<file path="src/rtl/ctrl_hazard.sv">
// ctrl_hazard: merges execute jumps, interrupt vectors and the various stall
// sources into a single hold level and a single pc redirect per cycle.
// Redirects that arrive while the bus is stalled are parked and replayed on
// the first bus-ready cycle.
//
// Handshake: int_req is a level held by the interrupt controller until
// int_ack pulses for one cycle; the ack pulses in the cycle the interrupt
// redirect is actually presented on jump_flag/jump_addr (live or replayed).
module ctrl_hazard #(
    parameter int LU_CYCLES = 1
) (
    input  logic        clk,
    input  logic        rst_n,
    input  logic        jump_req_i,
    input  logic [31:0] jump_addr_i,
    input  logic        int_req_i,
    input  logic [31:0] int_addr_i,
    input  logic        hold_bus_i,
    input  logic        hold_ex_i,
    input  logic        load_use_i,
    output logic [2:0]  hold_flag_o,
    output logic        jump_flag_o,
    output logic [31:0] jump_addr_o,
    output logic        int_ack_o,
    output logic        busy_o
);

    localparam logic [2:0] HOLD_NONE = 3'b000;
    localparam logic [2:0] HOLD_IF   = 3'b010;
    localparam logic [2:0] HOLD_ALL  = 3'b011;
    localparam logic [2:0] LU_LOAD   = 3'(LU_CYCLES - 1);

    logic        pend_vld;
    logic        pend_int;
    logic [31:0] pend_addr;
    logic [2:0]  lu_cnt;

    logic window;
    logic issue_int;
    logic issue_pend;
    logic issue_jump;
    logic redirect;
    logic lu_start;
    logic lu_active;

    // Redirect arbitration inside the issue window: live int > pending > live jump.
    always_comb begin
        window     = !hold_bus_i;
        issue_int  = window && int_req_i;
        issue_pend = window && !int_req_i && pend_vld;
        issue_jump = window && !int_req_i && !pend_vld && jump_req_i;
        redirect   = issue_int || issue_pend || issue_jump;
    end

    // Redirect outputs; address is forced to zero when no redirect is issued.
    always_comb begin
        jump_flag_o = redirect;
        jump_addr_o = 32'h0;
        int_ack_o   = 1'b0;
        if (issue_int) begin
            jump_addr_o = int_addr_i;
            int_ack_o   = 1'b1;
        end else if (issue_pend) begin
            jump_addr_o = pend_addr;
            int_ack_o   = pend_int;
        end else if (issue_jump) begin
            jump_addr_o = jump_addr_i;
        end
    end

    // Hold level: bus or divider stall dominates, then any load-use stall.
    always_comb begin
        lu_start  = load_use_i && !redirect;
        lu_active = lu_start || (lu_cnt != 3'd0);
        if (hold_bus_i || hold_ex_i) begin
            hold_flag_o = HOLD_ALL;
        end else if (lu_active) begin
            hold_flag_o = HOLD_IF;
        end else begin
            hold_flag_o = HOLD_NONE;
        end
        busy_o = pend_vld || (lu_cnt != 3'd0);
    end

    // Pending redirect register: capture under bus stall, clear on issue.
    always_ff @(posedge clk or negedge rst_n) begin
        if (!rst_n) begin
            pend_vld  <= 1'b0;
            pend_int  <= 1'b0;
            pend_addr <= 32'h0;
        end else if (hold_bus_i) begin
            if (int_req_i) begin
                pend_vld  <= 1'b1;
                pend_int  <= 1'b1;
                pend_addr <= int_addr_i;
            end else if (jump_req_i && !(pend_vld && pend_int)) begin
                pend_vld  <= 1'b1;
                pend_int  <= 1'b0;
                pend_addr <= jump_addr_i;
            end
        end else if (issue_int || issue_pend) begin
            // A live interrupt supersedes any parked ex jump as well.
            pend_vld <= 1'b0;
            pend_int <= 1'b0;
        end
    end

    // Load-use counter: frozen during bus stall, flushed by any redirect.
    always_ff @(posedge clk or negedge rst_n) begin
        if (!rst_n) begin
            lu_cnt <= 3'd0;
        end else if (redirect) begin
            lu_cnt <= 3'd0;
        end else if (hold_bus_i) begin
            lu_cnt <= lu_cnt;
        end else if (load_use_i) begin
            lu_cnt <= LU_LOAD;
        end else if (lu_cnt != 3'd0) begin
            lu_cnt <= lu_cnt - 3'd1;
        end
    end

endmodule

</file>
<file path="config.mk">
export PLATFORM = sky130hd
export DESIGN_NAME = ctrl_hazard
export DESIGN_NICKNAME = d
export VERILOG_FILES = /design/src/rtl/ctrl_hazard.sv
export SDC_FILE = /design/constraint.sdc
export NUM_CORES = 1
export LEC_CHECK = 0
export ABC_AREA = 1
export CAP_MARGIN = 40
export CORE_UTILIZATION = 40
export CTS_CLUSTER_DIAMETER = 60
export DETAILED_ROUTE_END_ITERATION = 7
export DONT_BUFFER_PORTS = 1
export SYNTH_ARGS = -nofsm -noshare
export SYNTH_HDL_FRONTEND = slang
export SYNTH_SLANG_ARGS = --single-unit
</file>
<file path="constraint.sdc">
create_clock -name clk -period 1.9 [get_ports clk]
set_input_delay 0.38 -clock clk [delete_from_list [all_inputs] [get_ports clk]]
set_output_delay 0.38 -clock clk [all_outputs]
set_load 0.005 [all_outputs]
</file>
==> impl_metrics.yaml <==
floorplan:
  fp.dieW_um: 80.8
  initial_core_util_pct: 41.7
  ios: 109
  fp.dieH_um: 80.8
  core.rowCount: 28
  core-area_sq_mm: 0.00596
  die_area_sq_mm: 0.00652
timing:
  period_share_pct: 93.5
  setup_violations: 0
  period_minus_slack_ns: 1.78
  max_freq_mhz: 563
  drv_slew: 0
  finalWorstSetupSlack_ns: 0.123
  final.setup.tns_ns: 0
  holdWs_ns: 0.224
  rsz0062_at_grt: "no"
  final_hold_viol_count: 0
  skew_ns: 0.00370
cells_and_area:
  areaGrowthSynthToFinish_pct: 6.51
  seqCellArea_sq_um: 926
  fin_util_pct: 44.4
  fillerInstances: 628
  mostFrequentLayoutCells: "nand2_1 (113), inv_1 (71), o21ai_0 (68)"
  layout.nets: 433
  layout-drive-gt1-share_pct: 6.09
  stdcell_count: 436
  diodes: 0
  final_common_cell: "nand2_1"
  multi_input_area_sq_mm: 0.00117
global_route:
  grt_first_pass_wirelength_mm: 8.51
  grt_start_max_net_pins: 68
  antenna_found_initial: 0
  grt_pass1_vias: 1929
  grtUsageTotal_pct: 17.0
  grt-ovfl-total: 0
worst_setup_path:
  worstSetupPathType: "register to output pin"
  startpoint_type: "register"
  cp-end-kind: "output pin"
  critical_path.max_fanout: 18
  critPathRequiredTime_ns: 1.52
  arrival_ns: 1.40
clocking:
  clkLatencyLatePin_ns: 0.28
  hold_buffers: 2
  clockBufferDepth: 2
  root_buffer: "clkbuf_8"
  cts.sinks: 37
  cts_made_buffers: 5
  cts_tree: "yes"
  cts_resized: 0
  htreeDepth: 2
  cts_setup_buffers: 0
  clk_pin_slew_ns: 0.06
routing:
  final_antenna_net_count: 0
  drt_pass1_iterations: 4
  drc: 0
  vias_per_cell: 5.09
  vias: 2218
  drt-total-wl_mm: 5.37
  wl_per_cell_um: 12.3
  drt_iter0_markers: 70
pwr:
  netSwitchingPower_mw: 0.544
  sw_frac_of_total_pct: 29.2
  combPwrFrac_pct: 22.8
  internal_power_mw: 1.32
  power_leakage_nw: 1.31
  peakVddDrop_v: 0.000294
  p_per_area_mw_per_mm2: 704
  pwr-share-seq_pct: 50.2
  clkPwrFrac_pct: 26.9
placement:
  dp.cells: 426
  pre_cts_slack_ns: 0.365
  routabilityCongestion: 0.746
  hpwlAfterDp_mm: 4.02
  port_buffers: 0
synthesis:
  synth_area_per_cell_sq_um: 6.80
  syn_inst: 365
  synth_seq_cells: 37
  ys_seq_area_share_pct: 37.3
  yosysWarningCount: 0
  synth_cell_types: 19
  synth_area_sq_mm: 0.00248
  synth_fp_nets: 438
outcome:
  status: "completed"
job:
  drv_cap: 0
worst_hold_path:
  hp-class: "primary input to register"
-- power groups by stage --
stage                     Combinational, mW  Sequential (mW)  Clock [mW]
after floorplan                       0.350            0.939           0
after global placement                0.400            0.945           0
after detailed placement              0.408            0.950           0
after CTS                             0.435            0.935       0.532
after global routing                  0.504            0.944       0.579
final                                 0.425            0.934       0.501
-- per-stage QoR --
| stage | total power, mW | area, sq um |
|---|---|---|
| 2_1_floorplan | 1.29 | 2480 |
| 3_3_place_gp | 1.34 | 2530 |
| 3_5_place_dp | 1.36 | 2530 |
| 4_1_cts | 1.90 | 2640 |
| 5_1_grt | 2.03 | 2640 |
| 6_report | 1.86 | 2640 |
-- critical path: stages, from the launching register on --
cell	delay, ns
dfrtp_1	0.43
inv_1	0.13
nand3_2	0.11
buf_4	0.22
o221ai_1	0.23
-- cell type report --
type | instances | share of cell area, %
Multi-Input combinational cell | 232 | 44.3
Inverter | 73 | 10.4
Sequential cell | 37 | 35.0
Tap cell | 75 | 3.55
Timing Repair Buffer | 11 | 3.69
Clock buffer | 8 | 3.03
-- cell families (layout without fill, tap and decap cells) --
group | count (synthesis) | in the layout | synth area share [%]
AOI/OAI and AO/OA | 102 | 102 | 25.9
adders and majority gates | 2 | 2 | 1.01
buffers and inverters | 96 | 92 | 15.6
DFF | 37 | 37 | 37.3
other | 1 | 1 | 0.151
and+or+nand+nor | 127 | 127 | 20.1
-- state kept, by name, summed over array words and instances, names as in the netlist --
register	count
lu_cnt	3
pend_int	1
pend_addr	32
pend_vld	1
-- synth_stat cells --
cell	n	share of area (%)
conb_1	1	0.15
ha_1	2	1.0
inv_2	2	0.30
nand4_1	2	0.50
nor2_1	5	0.76
inv_1	71	11
clkbuf_2	2	0.40
buf_2	13	2.6
o221ai_1	32	11
nand3_1	4	0.81
o21ai_0	68	14
dfrtp_1	37	37
a21oi_1	1	0.20
a21oi_4	1	0.66
buf_4	2	0.60
clkbuf_1	6	0.91
nand3_2	1	0.40
nand2_1	113	17
or2_2	2	0.50
-- worst paths after layout --
path / start / endpoint / slack [ns] / cells past startpoint
setup / recovery: pend_vld / jump_addr_o[10] / 0.12 / 4
hold / removal: hold_bus_i / pend_vld / 0.22 / 2
setup reg to reg: lu_cnt[0] / lu_cnt[2] / 0.47 / 7
hold reg to reg: lu_cnt[2] / lu_cnt[2] / 0.47 / 2
max in group asynchronous: rst_n / pend_addr[6] / 1.16 / 2
min in group asynchronous: rst_n / pend_addr[24] / 0.56 / 2
-- layer usage --
| metal | GRT usage [%] | share of wire (%) | up-vias |
|---|---|---|---|
| met2 | 30.3 | 48 | 73 |
| li1 | - | - | 1169 |
| met3 | 5.28 | 5.8 | 2 |
| met4 | 4.82 | 0.47 | 0 |
| met1 | 19.6 | 46 | 974 |
| met5 | 0 | 0 | - |
No activity file was read; power rests on OpenSTA's default activity.
